### config.mk
export PLATFORM = sky130hd
export DESIGN_NAME = bus_cmd_queue
export DESIGN_NICKNAME = d
export VERILOG_FILES = /design/src/rtl/bus_cmd_queue.sv
export SDC_FILE = /design/constraint.sdc
export NUM_CORES = 1
export LEC_CHECK = 0
export ABC_CLOCK_PERIOD_IN_PS = 3800
export CELL_PAD_IN_SITES_DETAIL_PLACEMENT = 0
export CELL_PAD_IN_SITES_GLOBAL_PLACEMENT = 2
export CORE_MARGIN = 1.5
export CORE_UTILIZATION = 39
export CTS_CLUSTER_DIAMETER = 30
export DETAILED_ROUTE_END_ITERATION = 16
export MAX_ROUTING_LAYER = met4
export PLACE_DENSITY = 0.83
export SLEW_MARGIN = 30
export SYNTH_ARGS = -nofsm -noshare
export SYNTH_HDL_FRONTEND = slang
export SYNTH_SLANG_ARGS = --single-unit
### constraint.sdc
create_clock -name clk -period 3.8 [get_ports clk]
set_input_delay 0.76 -clock clk [delete_from_list [all_inputs] [get_ports clk]]
set_output_delay 0.76 -clock clk [all_outputs]
set_load 0.1 [all_outputs]
### src/rtl/bus_cmd_queue.sv
// bus_cmd_queue: queues host bus commands in a small FIFO and runs them one
// at a time on a downstream bus (IDLE -> ISSUE -> WAIT -> RSP), then returns
// a response. Addresses 0xF0-0xFF are reserved: they are still issued, but
// they return an error with zero data.
// Optional build macro BUS_CMD_TIMEOUT_EN adds a WAIT-cycle counter. The
// counter aborts a bus access after TIMEOUT cycles without bus_ready.
module bus_cmd_queue #(
   parameter int DEPTH   = 4,
   parameter int TIMEOUT = 16
) (
   input  logic                       clk,
   input  logic                       reset_n,
   input  logic                       cmd_valid,
   output logic                       cmd_ready,
   input  logic                       cmd_write,
   input  logic [7:0]                 cmd_addr,
   input  logic [31:0]                cmd_wdata,
   output logic                       rsp_valid,
   input  logic                       rsp_ready,
   output logic [31:0]                rsp_rdata,
   output logic                       rsp_write,
   output logic                       rsp_err,
   output logic                       bus_valid,
   output logic                       bus_write,
   output logic [7:0]                 bus_addr,
   output logic [31:0]                bus_wdata,
   input  logic [31:0]                bus_rdata,
   input  logic                       bus_ready,
   output logic [$clog2(DEPTH):0]     level,
   output logic                       busy
);

   localparam int AW = $clog2(DEPTH);
   localparam int LW = AW + 1;
   localparam logic [LW-1:0] FULL_LVL = LW'(DEPTH);

   typedef enum logic [1:0] {
      IDLE  = 2'd0,
      ISSUE = 2'd1,
      WAIT  = 2'd2,
      RSP   = 2'd3
   } state_t;

   state_t          state_r, state_s;
   logic [7:0]      fifo_addr_r  [DEPTH];
   logic [31:0]     fifo_wdata_r [DEPTH];
   logic            fifo_write_r [DEPTH];
   logic [AW-1:0]   wr_ptr_r, rd_ptr_r;
   logic [LW-1:0]   level_r, level_s;
   logic            push_s, pop_s, cap_s, tmo_s;
   logic            cmd_ready_r, busy_r;
   logic            bus_valid_r, bus_write_r;
   logic [7:0]      bus_addr_r;
   logic [31:0]     bus_wdata_r;
   logic            rsp_valid_r, rsp_write_r, rsp_err_r;
   logic [31:0]     rsp_rdata_r;

   // Upper address nibble 0xF marks the reserved error space.
   function automatic logic is_reserved(input logic [7:0] addr);
      return (addr[7:4] == 4'hF);
   endfunction

   assign push_s = cmd_valid && cmd_ready_r;

`ifdef BUS_CMD_TIMEOUT_EN
   localparam int CW = $clog2(TIMEOUT) + 1;
   localparam logic [CW-1:0] TMO_LAST = CW'(TIMEOUT - 1);
   logic [CW-1:0] wait_cnt_r;

   // Count WAIT cycles; cleared on every entry into WAIT.
   always_ff @(posedge clk or negedge reset_n) begin
      if (!reset_n) begin
         wait_cnt_r <= {CW{1'b0}};
      end else if (state_r == WAIT) begin
         wait_cnt_r <= wait_cnt_r + {{(CW-1){1'b0}}, 1'b1};
      end else begin
         wait_cnt_r <= {CW{1'b0}};
      end
   end
`endif

   // Next-state logic plus the pop, capture and timeout strobes.
   always_comb begin
      state_s = state_r;
      pop_s   = 1'b0;
      cap_s   = 1'b0;
      tmo_s   = 1'b0;
      case (state_r)
         IDLE: begin
            if (level_r != {LW{1'b0}}) begin
               state_s = ISSUE;
               pop_s   = 1'b1;
            end else begin
               state_s = IDLE;
            end
         end
         ISSUE: begin
            state_s = WAIT;
         end
         WAIT: begin
            if (bus_ready) begin
               state_s = RSP;
               cap_s   = 1'b1;
            end
`ifdef BUS_CMD_TIMEOUT_EN
            else if (wait_cnt_r == TMO_LAST) begin
               state_s = RSP;
               tmo_s   = 1'b1;
            end
`endif
            else begin
               state_s = WAIT;
            end
         end
         RSP: begin
            if (rsp_ready) begin
               if (level_r != {LW{1'b0}}) begin
                  state_s = ISSUE;
                  pop_s   = 1'b1;
               end else begin
                  state_s = IDLE;
               end
            end else begin
               state_s = RSP;
            end
         end
         default: begin
            state_s = IDLE;
         end
      endcase
   end

   // Occupancy after this edge; a push and a pop together cancel out.
   always_comb begin
      level_s = level_r;
      case ({push_s, pop_s})
         2'b10:   level_s = level_r + {{(LW-1){1'b0}}, 1'b1};
         2'b01:   level_s = level_r - {{(LW-1){1'b0}}, 1'b1};
         default: level_s = level_r;
      endcase
   end

   // FIFO storage; it needs no reset because the pointers and level define its contents.
   always_ff @(posedge clk) begin
      if (push_s) begin
         fifo_addr_r[wr_ptr_r]  <= cmd_addr;
         fifo_wdata_r[wr_ptr_r] <= cmd_wdata;
         fifo_write_r[wr_ptr_r] <= cmd_write;
      end
   end

   // State, pointers, level, and registered status flags.
   always_ff @(posedge clk or negedge reset_n) begin
      if (!reset_n) begin
         state_r     <= IDLE;
         wr_ptr_r    <= {AW{1'b0}};
         rd_ptr_r    <= {AW{1'b0}};
         level_r     <= {LW{1'b0}};
         cmd_ready_r <= 1'b1;
         busy_r      <= 1'b0;
      end else begin
         state_r     <= state_s;
         level_r     <= level_s;
         cmd_ready_r <= (level_s != FULL_LVL);
         busy_r      <= (state_s != IDLE) || (level_s != {LW{1'b0}});
         if (push_s) begin
            wr_ptr_r <= wr_ptr_r + {{(AW-1){1'b0}}, 1'b1};
         end
         if (pop_s) begin
            rd_ptr_r <= rd_ptr_r + {{(AW-1){1'b0}}, 1'b1};
         end
      end
   end

   // Bus request fields: loaded on pop and held from ISSUE through RSP.
   always_ff @(posedge clk or negedge reset_n) begin
      if (!reset_n) begin
         bus_valid_r <= 1'b0;
         bus_write_r <= 1'b0;
         bus_addr_r  <= 8'h00;
         bus_wdata_r <= 32'h0000_0000;
      end else begin
         bus_valid_r <= (state_s == ISSUE);
         if (pop_s) begin
            bus_addr_r  <= fifo_addr_r[rd_ptr_r];
            bus_wdata_r <= fifo_wdata_r[rd_ptr_r];
            bus_write_r <= fifo_write_r[rd_ptr_r];
         end
      end
   end

   // Response fields: captured when WAIT ends and held stable through RSP.
   always_ff @(posedge clk or negedge reset_n) begin
      if (!reset_n) begin
         rsp_valid_r <= 1'b0;
         rsp_rdata_r <= 32'h0000_0000;
         rsp_write_r <= 1'b0;
         rsp_err_r   <= 1'b0;
      end else begin
         rsp_valid_r <= (state_s == RSP);
         if (cap_s) begin
            rsp_rdata_r <= (bus_write_r || is_reserved(bus_addr_r)) ? 32'h0000_0000 : bus_rdata;
            rsp_err_r   <= is_reserved(bus_addr_r);
            rsp_write_r <= bus_write_r;
         end else if (tmo_s) begin
            rsp_rdata_r <= 32'h0000_0000;
            rsp_err_r   <= 1'b1;
            rsp_write_r <= bus_write_r;
         end
      end
   end

   assign cmd_ready = cmd_ready_r;
   assign level     = level_r;
   assign busy      = busy_r;
   assign bus_valid = bus_valid_r;
   assign bus_write = bus_write_r;
   assign bus_addr  = bus_addr_r;
   assign bus_wdata = bus_wdata_r;
   assign rsp_valid = rsp_valid_r;
   assign rsp_rdata = rsp_rdata_r;
   assign rsp_write = rsp_write_r;
   assign rsp_err   = rsp_err_r;

endmodule

* Word level (Yosys, flattened, before mapping) *
Memory sizes are Yosys's and may differ from the RTL's. A register that Yosys moved wholly into a read port is not among the register bits.
Cells that the tools add are included.

cells by class
  $add $sub $neg = 4
  eq/ne operators = 9
  muxes and demuxes = 13
  reduce and logical (&&, ||, !) cells = 10

operators with widths
  cell                                               number
  two-way mux 32 bit                                 1
  == test 2 bit (second input constant)              4
  two-way mux 1 bit                                  8
  one-hot mux 2 bit (4 select lines)                 1
  == test 2 x 1 -> 1 bit (second input constant)     3
  one-hot mux 3 bit (2 select lines)                 1
  nonzero test 3 bit                                 2
  adder 2 x 1 -> 2 bit (second input constant)       2
  == test 4 bit (second input constant)              1
  adder 3 x 1 -> 3 bit (second input constant)       1
  zero test 1 bit                                    3
  != test 3 bit (second input constant)              1
  subtractor 3 x 1 -> 3 bit (second input constant)  1
  zero test 2 bit                                    1
  logical OR 1 bit                                   2
  two-way mux 2 bit                                  1
  one-hot mux 1 bit (2 select lines)                 1
  nonzero test 2 bit                                 1
  logical AND 1 bit                                  1

word-level totals
  bits in registers = 47
  RAM bits = 164
  bits of input ports = 78
  output and inout bits = 82
  logic and storage cells = 50
  memories kept = 3

memories
  name          depth  width  read ports  clocked after memory_dff  wr ports  line  source
  fifo_wdata_r  4      32     1           1                         1         46    logic [31:0] fifo_wdata_r [DEPTH];
  fifo_addr_r   4      8      1           1                         1         45    logic [7:0] fifo_addr_r [DEPTH];
  fifo_write_r  4      1      1           1                         1         47    logic fifo_write_r [DEPTH];

* Logic depth before layout (Yosys ltp) *
Gate-level depths: netlist of the first run.

  word-level depth = 8
  gate-level depth with buffers = 11
  depth with buffers taken out = 10

* Worst setup path after synthesis of the first run *
No wires, ideal clock.

  path type = register to register
  start point = reg level_r[0], in the netlist level[0]
  end point = reg busy_r, in the netlist busy
  setup time = 139 ps
  data arrival time = 3163 ps
  data required time = 3661 ps
  path slack = 498 ps
  stages on the path, launching flop included = 10
  path buffers = 1
  clock period less this slack = 3302 ps
  cell sequence = dfrtp_1 > nor3_2 > nor3_4 > buf_6 > ha_1 > fa_1 > nor2_1 > a22o_1 > inv_1 > or4b_1

on the way
  word-level cells in the longest chain between the ends = 8
  elaborated cells between the ends (all ways) = 15
  those cells by class = 2 x add/sub; 2 x eq/ne; 7 x mux; 4 x reduce/logical

ends and longest elaborated chain
  element                                                  line     source
  start, declared                                          49       logic [LW-1:0] level_r, level_s;
  start signal, assigned                                   158      level_r <= {LW{1'b0}};
  start signal, assigned                                   163      level_r <= level_s;
  nonzero test 3 bit                                       90, 117
  two-way mux 1 bit                                        90, 117
  two-way mux 1 bit                                        116      if (rsp_ready) begin
  one-hot mux 1 bit (2 select lines)                       88       case (state_r)
  == test 2 x 1 -> 1 bit or == test 2 bit (tied branches)  136      case ({push_s, pop_s})
  one-hot mux 3 bit (2 select lines)                       136
  nonzero test 3 bit                                       165      busy_r <= (state_s != IDLE) || (level_s != {LW{1'b0}});
  logical OR 1 bit *                                       165
  end signal, assigned                                     165
  end, declared                                            51       logic cmd_ready_r, busy_r;

Every way passes the cells marked *; elsewhere a longest branch is shown, timed or not.
A chain may end at the register's enable or synchronous reset.

* Worst setup path after layout of the first run *
  start point = reg level_r[0], in the netlist level[0]
  end point = out level[0]

RTL lines
  element        line  source
  end, declared  29    output logic [$clog2(DEPTH):0] level,

No word-level cell between the ends.

==> metrics.txt, run 1 <==
type of the worst setup path reg -> out; fillcell total 1868; Core Box Area 24180 µm²; total setup violations reported at the end of the flow 0; dominant cells by area after synthesis sky130_fd_sc_hd__edfxtp_1 52%, sky130_fd_sc_hd__dfrtp_1 23%, sky130_fd_sc_hd__mux4_2 9.0%; cts-stage hold buffer count 0; number of gates given a new drive strength after cts 0; cell depth of the worst flop-to-flop path 9; number of nets still failing antenna checks after routing 0; global-route wire length before repair 32.05 mm; Synth cell types 30; library cell occupying the most area in the post-synthesis netlist sky130_fd_sc_hd__edfxtp_1; count of routing violations after the opening detailed-route iteration 317; Final Hold Fails 0; number of max-slew violations in the final report 0; fraction of layout cells with a size suffix above 1 25.57%; maximum root-to-sink buffer count 3; Detailed Routing Iterations Pass 1 4; pin count of the biggest net entering global routing 47; syn avg cell area 18.69 µm²; ratio of final minimum period to clock period 77.76%; combined global-route utilization of all metal layers 16.79%; area enclosed by the die boundary 25390 µm²; R2R setup slack 1200 ps; clk slew on worst S/H paths 40 ps; initial core utilization 39.42%; crit path cell chain clkdlybuf4s50_1; Port Buf Inserts 159; height of the die 159.3 µm; number of antenna violations at the first check in global routing 1; # H-tree levels 2; RR Startpoint state_r[1]; final worst path period need 2955 ps; category of the worst setup path capture point output port; area growth from synthesis to final layout 39.56%; worst path arrival time 2190 ps; maximum fanout along the worst path 6; number of buffers added by the clock tree synthesis step 50; final-layout setup total negative slack 0 ps; clock tree root driver cell sky130_fd_sc_hd__clkbuf_16; slew at the pin with the worst max-slew slack 1024 ps; number of placement rows 57; postcts setup bufs 0; fmax 338.4 MHz; area share of the largest cell type after synthesis 51.67%; critical path's top delay family buffers and inverters; mean number of vias per cell 4.842; endpoint required time on the critical path 3040 ps; TritonCTS clock tree done; via count of the first global-routing pass 5682; clock sink count 252; Routability Congestion 0.7764; R2R Path End busy; Worst Setup Start Kind flop; Final #Nets 795; detailed-route DRC error count 0; total global routing overflow 0; flop and latch count out of synthesis 252; result of the run complete, no violations; Hold/Removal Path Class in -> async; DRT Wirelength 19.97 mm; overall die width 159.3 µm; nets in the synthesized netlist 598; final hold slack 293.4 ps; share of synthesized area occupied by flip-flops and latches 74.78%; slowest stage cell, crit path sky130_fd_sc_hd__clkdlybuf4s50_1; count of mapped cells out of synthesis 510; setup repair after global routing missed its margin no; Netlist Area Pre-Place 9532 µm²; worst rel slew slack 31.52%; Ports 160; warning count from the yosys run 0; maxcap violations 0; via count 5191; worst setup skew after layout 24.05 ps; Buf/Inv on CP 1; worst stage delay on the critical path 1210 ps; detailed-route wire length per cell 18.63 µm; HPWL Detailed 11.61 mm; clock latency of the later-clocked register in the worst-skew pair 530 ps
[sequential cells by signal, summed over array words and instances (netlist names)]
name          cells
bus_addr          8
bus_valid         1
bus_wdata        32
bus_write         1
busy              1
cmd_ready         1
fifo_addr_r      32
fifo_wdata_r    128
fifo_write_r      4
level             3
rd_ptr_r          2
rsp_err           1
rsp_rdata        32
rsp_valid         1
rsp_write         1
state_r           2
wr_ptr_r          2
[logic make-up after synthesis]
family | share of synthesized area, %
DFF | 74.78
and+or+nand+nor | 4.043
muxes | 15.24
AOI/OAI and AO/OA | 2.087
buffers and inverters | 1.903
adders and majority gates | 1.391
xor gates and xnor gates | 0.5513
[worst max path at each step]
stage                         start  endpoint  slack, ps  cells past startpoint
after floorplan            level[0]      busy        500                      9
after global placement    rsp_ready      busy        730                      9
after detailed placement  rsp_ready      busy        690                      9
after CTS                  level[0]  level[0]        800                      1
after global routing       level[0]  level[0]        780                      1
final                      level[0]  level[0]        850                      1
[layout by cell type (no fill, tap or decap), types with 11 or more instances in the layout]
cell type and instances:
sky130_fd_sc_hd__buf_4 11, sky130_fd_sc_hd__mux2_2 34, sky130_fd_sc_hd__mux4_2 38, sky130_fd_sc_hd__o21ai_0 34, sky130_fd_sc_hd__nand2_1 71, sky130_fd_sc_hd__bufinv_16 12, sky130_fd_sc_hd__edfxtp_1 164, sky130_fd_sc_hd__clkdlybuf4s50_1 154
sky130_fd_sc_hd__dfrtp_1 85, sky130_fd_sc_hd__clkbuf_16 50
[cell type report]
| type | count | area [µm²] | area share (%) |
|---|---|---|---|
| tap | 324 | 405.4 | 3.047 |
| antenna | 1 | 2.502 | 0.01881 |
| clock buffer | 63 | 1370 | 10.30 |
| timing repair buffer | 169 | 1659 | 12.47 |
| sequential | 252 | 7136 | 53.64 |
| multi-input combinational | 228 | 2232 | 16.78 |
| inverter | 6 | 22.52 | 0.1693 |
| clock inverter | 29 | 475.5 | 3.574 |
[routing by layer]
layer | up-vias | track usage [%] | part of all wire [%]
li1 | 2343 | - | -
met1 | 2611 | 22.25 | 45
met2 | 200 | 25.25 | 47
met3 | 37 | 4.819 | 7.0
met4 | 0 | 5.060 | 1.9
met5 | - | - | 0
[Yosys cell counts (all sizes together)]
cell type  instances
nand4              1
and2               1
or4b               1
mux2              43
ha                 9
dfstp              1
nor2               6
a21oi              1
o21ai             35
clkbuf            14
nand2             72
and3               4
a22o               1
nor3               2
mux4              41
buf               10
o22a               1
xnor2              4
dfrtp             87
inv                6
xor2               2
nor2b              2
nand2b             1
edfxtp           164
fa                 1
[metrics by stage]
| step | utilization [%] | cells | instance area (µm²) | setup WS [ps] |
|---|---|---|---|---|
| after floorplan | - | 510 | 9532 | 498.1 |
| after global placement | 47.33 | 978 | 11440 | 726.9 |
| after detailed placement | 47.31 | 978 | 11440 | 693.3 |
| after CTS | 54.94 | 1070 | 13280 | 803.7 |
| after global routing | 55.02 | 1072 | 13300 | 777.1 |
| final | 55.02 | 1072 | 13300 | 845.1 |
Power of run 1 is not shown: default switching activity piles up to over one toggle a cycle in this logic, so the estimate is an artifact.
==> run 2: changes to the inputs <==
--- a/config.mk
+++ b/config.mk
@@ -5,15 +5,15 @@
 export SDC_FILE = /design/constraint.sdc
 export NUM_CORES = 1
 export LEC_CHECK = 0
-export ABC_CLOCK_PERIOD_IN_PS = 3800
+export ABC_CLOCK_PERIOD_IN_PS = 2660
 export CELL_PAD_IN_SITES_DETAIL_PLACEMENT = 0
 export CELL_PAD_IN_SITES_GLOBAL_PLACEMENT = 2
 export CORE_MARGIN = 1.5
-export CORE_UTILIZATION = 39
+export CORE_UTILIZATION = 35
 export CTS_CLUSTER_DIAMETER = 30
 export DETAILED_ROUTE_END_ITERATION = 16
 export MAX_ROUTING_LAYER = met4
-export PLACE_DENSITY = 0.83
+export PLACE_DENSITY = 0.79
 export SLEW_MARGIN = 30
 export SYNTH_ARGS = -nofsm -noshare
 export SYNTH_HDL_FRONTEND = slang
==> constraint.sdc (replaced) <==
create_clock -name clk -period 2.66 [get_ports clk]
set_input_delay 0.532 -clock clk [delete_from_list [all_inputs] [get_ports clk]]
set_output_delay 0.532 -clock clk [all_outputs]
set_load 0.1 [all_outputs]
==> run 2 against run 1 <==
Core utilization shrank 5.7 points. Cell count up 3.4%. First-iteration DRC count shrank 7.9%. Wire length is 4.0% higher. Die area up 11%. Via count up 2.3%. Setup slack lost 690 ps. Global-route usage down 1.1 points. Critical path type is now reg -> reg.
==> metrics.txt, run 2 (synthesis gave the netlist of run 1 again) <==
result of the run complete, no violations; number of max-slew violations in the final report 0 (unchanged); fillcell total 2233 (+20%); DRT Wirelength 20.76 mm (+4.0%); Hold/Removal Path Class in -> async; sum of met2 wire segment lengths after detailed routing 9.921 mm (+6.7%); number of gates given a new drive strength after cts 0 (unchanged); type of the worst setup path reg -> reg; register name with the most flops fifo_wdata_r; category of the worst setup path capture point flop; Detailed Routing Iterations Pass 1 4 (unchanged); postcts setup bufs 0 (unchanged); via count 5312 (+2.3%); clock sink count 252 (unchanged); flip-flop count of the largest register, all copies and words added 128 (unchanged); maxcap violations 0 (unchanged); Met1 Routed Length 8.594 mm (-3.4%); detailed-route wire length per cell 18.74 µm (+0.59%); final worst path period need 2508 ps; number of nets still failing antenna checks after routing 0 (unchanged); via count of the first global-routing pass 5896 (+3.8%); fraction of layout cells with a size suffix above 1 37.96% (+12 points); worst rel slew slack 49.75% (+18 points); endpoint required time on the critical path 3060 ps (+20 ps); clk slew on worst S/H paths 40 ps (about the same); HPWL Detailed 12.00 mm (+3.4%); slew at the pin with the worst max-slew slack 753.7 ps (-270.3 ps); mean number of vias per cell 4.794 (-0.99%); number of buffers added by the clock tree synthesis step 55 (+10%); TritonCTS clock tree done; worst path arrival time 2910 ps (+720 ps); # H-tree levels 2 (unchanged); number of antenna violations at the first check in global routing 3 (+2); cts-stage hold buffer count 0 (unchanged); global-route wire length before repair 32.85 mm (+2.5%); fmax 398.8 MHz; total global routing overflow 0 (unchanged); Core Box Area 26880 µm² (+11%); area enclosed by the die boundary 28230 µm² (+11%); Layout Cells excl Fill 1108 (+3.4%); detailed-route DRC error count 0 (unchanged); combined global-route utilization of all metal layers 15.67% (-1.1 points); Ports 160 (unchanged); Port Buf Inserts 159 (unchanged); number of placement rows 60 (+5.3%); overall die width 168.0 µm (+5.5%); initial core utilization 35.47% (-4.0 points); commonest non-fill, non-tap cells in the layout 164 x sky130_fd_sc_hd__edfxtp_1, 92 x sky130_fd_sc_hd__buf_4, 82 x sky130_fd_sc_hd__dfrtp_1, 76 x sky130_fd_sc_hd__clkdlybuf4s50_1, 72 x sky130_fd_sc_hd__nand2_1; Final #Nets 806 (+1.4%); ratio of final minimum period to clock period 94.28%; Routability Congestion 0.7568 (-2.5%); clock tree root driver cell sky130_fd_sc_hd__clkbuf_16; count of routing violations after the opening detailed-route iteration 292 (-7.9%); pin count of the biggest net entering global routing 46 (-2.1%); routed wire length on met3 1.680 mm (+20%); final-layout setup total negative slack 0 ps (unchanged); height of the die 168.0 µm (+5.5%); maximum fanout along the worst path 5 (-1); Worst Setup Start Kind flop; maximum root-to-sink buffer count 3 (unchanged); worst setup skew after layout 24.82 ps (+0.7695 ps); total instance count after detailed placement 1002 (+2.5%); area growth from synthesis to final layout 39.17%; Final Hold Fails 0 (unchanged); highest routed layer met4; clock latency of the later-clocked register in the worst-skew pair 560 ps (+30 ps); setup repair after global routing missed its margin no; most common library cell in the layout ignoring fill and taps sky130_fd_sc_hd__edfxtp_1; total setup violations reported at the end of the flow 0 (unchanged)
run 2: changes by cell type in the layout (fill, tap and decap cells not counted), moves of 2 or more:
cell                              before  now
sky130_fd_sc_hd__buf_4                11   92
sky130_fd_sc_hd__clkdlybuf4s50_1     154   76
sky130_fd_sc_hd__bufinv_16            12    3
sky130_fd_sc_hd__buf_12                1    7
sky130_fd_sc_hd__clkbuf_16            50   56
sky130_fd_sc_hd__clkinv_2              6   12
sky130_fd_sc_hd__clkinv_4              2    8
sky130_fd_sc_hd__clkinvlp_4            3    7
sky130_fd_sc_hd__buf_2                 3    0
sky130_fd_sc_hd__dfrtp_1              85   82
sky130_fd_sc_hd__clkbuf_8              7    5
sky130_fd_sc_hd__dfrtp_4               2    4
sky130_fd_sc_hd__diode_2               1    3
run 2: stage by stage:
step                      hold slack, ps  util [%]  instance area, µm²  setup WS [ps]
after detailed placement           470.2     42.56               11440         -229.3
after CTS                          41.41     49.32               13260          121.1
after floorplan                    236.4         -                9568         -46.24
after global placement             463.9     42.56               11440         -188.2
final                              31.44     49.36               13270          152.2
after global routing               67.65     49.36               13270          18.82
run 2: cell type report:
cell class              instances  area [µm²]  share of cell area, %
well taps                     341       426.7                  3.216
repair buffers                175        1592                  12.00
flip-flops and latches        252        7148                  53.89
multi-input cells             228        2251                  16.97
clock buffers                  66        1489                  11.22
inverters                       6       22.52                 0.1698
clock inverters                37       329.1                  2.481
diodes                          3       7.507                0.05659
run 2: path summary, 6_finish.rpt:
kind,slack (ps),start,cells past startpoint,end
hold / removal,30,reset_n,1,rsp_rdata[1]
hold reg to reg,470,rsp_write,2,rsp_write
setup reg to reg,150,state_r[1],9,busy
max in group asynchronous,1900,reset_n,2,bus_wdata[11]
min in group clk,470,rsp_write,2,rsp_write
setup / recovery,150,state_r[1],9,busy
run 2: worst max-delay path: stages, from the launching register on:
cell,delay (ps)
sky130_fd_sc_hd__dfrtp_1,420
sky130_fd_sc_hd__ha_1,230
sky130_fd_sc_hd__a21oi_1,240
sky130_fd_sc_hd__nor3_4,90
sky130_fd_sc_hd__ha_4,170
sky130_fd_sc_hd__fa_2,380
sky130_fd_sc_hd__xnor2_1,140
sky130_fd_sc_hd__nor2_1,70
sky130_fd_sc_hd__xor2_1,150
sky130_fd_sc_hd__or4b_1,500
run 2: per-layer routing:
layer | vias to the layer above | GRT usage, %
met5 | - | -
met4 | 0 | 5.915
met3 | 56 | 5.266
met2 | 199 | 25.34
met1 | 2675 | 18.15
li1 | 2382 | -
Power of run 2 is left out for the same reason.
==> run 3: changes to the inputs <==
--- a/config.mk
+++ b/config.mk
@@ -8,7 +8,7 @@
 export ABC_CLOCK_PERIOD_IN_PS = 2660
 export CELL_PAD_IN_SITES_DETAIL_PLACEMENT = 0
 export CELL_PAD_IN_SITES_GLOBAL_PLACEMENT = 2
-export CORE_MARGIN = 1.5
+export CORE_MARGIN = 2
 export CORE_UTILIZATION = 35
 export CTS_CLUSTER_DIAMETER = 30
 export DETAILED_ROUTE_END_ITERATION = 16
==> constraint.sdc (replaced) <==
create_clock -name clk -period 2.66 [get_ports clk]
set_input_delay 0.532 -clock clk [delete_from_list [all_inputs] [get_ports clk]]
set_output_delay 0.532 -clock clk [all_outputs]
set_load 0.005 [all_outputs]
==> run 3 against run 2 <==
Register-to-register slack better by 30 ps. Sequential share of layout area down 0.64 points. Fmax up 1.2%.
==> metrics.txt, run 3 (synthesis gave the netlist of run 1 again) <==
final worst path period need 2478 ps (-29.58 ps); slew at the pin with the worst max-slew slack 738.1 ps (-15.61 ps); TritonCTS clock tree done; fraction of layout cells with a size suffix above 1 26.46% (-11 points); Ports 160 (unchanged); overall die width 169.0 µm (+0.60%); area enclosed by the die boundary 28570 µm² (+1.2%); detailed-route wire length per cell 18.71 µm (-0.16%); number of placement rows 60 (unchanged); HPWL Detailed 12.12 mm (+0.95%); detailed-route DRC error count 0 (unchanged); initial core utilization 35.47% (unchanged); number of antenna violations at the first check in global routing 1 (-2); Hold/Removal Path Class in -> async; total global routing overflow 0 (unchanged); type of the worst setup path reg -> reg; Final Core Density 49.84% (+0.48 points); maximum fanout along the worst path 5 (unchanged); Placement Cell Area 11640 µm² (+1.8%); DRT Wirelength 20.47 mm (-1.4%); number of max-slew violations in the final report 0 (unchanged); worst rel slew slack 50.79% (+1.0 points); Worst Setup Start Kind flop; mean number of vias per cell 4.771 (-0.49%); worst stage delay on the critical path 450 ps (-50 ps); clock latency of the later-clocked register in the worst-skew pair 550 ps (about the same); Final #Nets 800 (-0.74%); total setup violations reported at the end of the flow 0 (unchanged); worst voltage drop across the vdd grid 0.6572 mV; commonest non-fill, non-tap cells in the layout 164 x sky130_fd_sc_hd__edfxtp_1, 158 x sky130_fd_sc_hd__clkdlybuf4s50_1, 85 x sky130_fd_sc_hd__dfrtp_1, 72 x sky130_fd_sc_hd__nand2_1, 49 x sky130_fd_sc_hd__clkbuf_16; via count of the first global-routing pass 5777 (-2.0%); Routability Congestion 0.7671 (+1.4%); maximum root-to-sink buffer count 3 (unchanged); flip-flop count of the largest register, all copies and words added 128 (unchanged); design area 13400 µm² (+0.98%); Final Hold Fails 0 (unchanged); setup repair after global routing missed its margin no; Critical Path Start state_r[1]; postcts setup bufs 0 (unchanged); post-layout power 17.20 mW; pin count of the biggest net entering global routing 44 (-4.3%); combined global-route utilization of all metal layers 14.89% (-0.78 points); RR Startpoint state_r[1]; number of gates given a new drive strength after cts 0 (unchanged); Pwr per Cell Area 1284 nW/µm²; crit path cell chain ha_2, a21oi_2, nor3_4, ha_4, fa_1, nor2_1, a22o_1, inv_1, or4b_1; category of the worst setup path capture point flop; Port Buf Inserts 159 (unchanged); via count 5219 (-1.8%); clk slew on worst S/H paths 50 ps (about the same); height of the die 169.0 µm (+0.60%); cts-stage hold buffer count 0 (unchanged); final-layout setup total negative slack 0 ps (unchanged); number of buffers added by the clock tree synthesis step 48 (-13%); global-route wire length before repair 31.83 mm (-3.1%); area growth from synthesis to final layout 40.54%; clock tree root driver cell sky130_fd_sc_hd__clkbuf_16; fmax 403.5 MHz (+1.2%); most common library cell in the layout ignoring fill and taps sky130_fd_sc_hd__edfxtp_1; maxcap violations 0 (unchanged); register name with the most flops fifo_wdata_r; result of the run complete, no violations; worst setup skew after layout 33.03 ps (+8.212 ps); Core Box Area 26880 µm² (unchanged); number of nets still failing antenna checks after routing 0 (unchanged); Detailed Routing Iterations Pass 1 4 (unchanged); count of routing violations after the opening detailed-route iteration 301 (+3.1%); endpoint required time on the critical path 3050 ps (about the same); ratio of final minimum period to clock period 93.17% (-1.1 points); worst path arrival time 2870 ps (-40 ps); slowest stage cell, crit path sky130_fd_sc_hd__or4b_1; # H-tree levels 2 (unchanged); clock sink count 252 (unchanged); static leakage power 4.926 nW
run 3: through the flow:
stage	setup slack, ps	hold WS (ps)	instances
floorplan	5.042	236.4	510
global placement	-182.4	465.1	1003
detailed placement	-264.2	473.1	1003
CTS	161.5	41.08	1093
global route	43.40	64.83	1094
finish	181.8	24.08	1094
run 3: cell type report:
class	instances	area [µm²]
Fill cell	2185	13480
Sequential cell	252	7133
Multi-Input combinational cell	228	2261
Timing Repair Buffer	176	1804
Clock buffer	58	1280
Clock inverter	32	465.4
Tap cell	341	426.7
Inverter	6	22.52
Antenna cell	1	2.502
run 3: power breakdown:
group          total [mW]  switching (mW)  internal [mW]
registers            6.01           0.622           5.39
clock network        6.33            2.00           4.33
logic                4.86            2.01           2.85
run 3: metal layers:
metal	track usage, %	routed length (µm)	vias up
met1	17.82	8493	2626
met4	4.794	456	0
met3	4.676	1728	42
met5	-	0	-
li1	-	-	2351
met2	24.18	9790	200
run 3: worst paths after layout:
kind / to / slack [ps] / depth (start not counted)
setup / recovery: busy / 180 / 9
hold / removal: bus_wdata[10] / 20 / 1
setup reg to reg: busy / 180 / 9
hold reg to reg: rsp_err / 480 / 2
max in group asynchronous: cmd_ready / 1900 / 2
min in group clk: rsp_err / 480 / 2
run 3: critical path, delay by kind of cell, from the launching register on:
family          cells  cell delay, ps
compound gates      2             240
fa+ha+maj           3             830
buf+inv             1              40
flops               1             420
simple gates        3             810
Power figures use the tool's default switching activity.
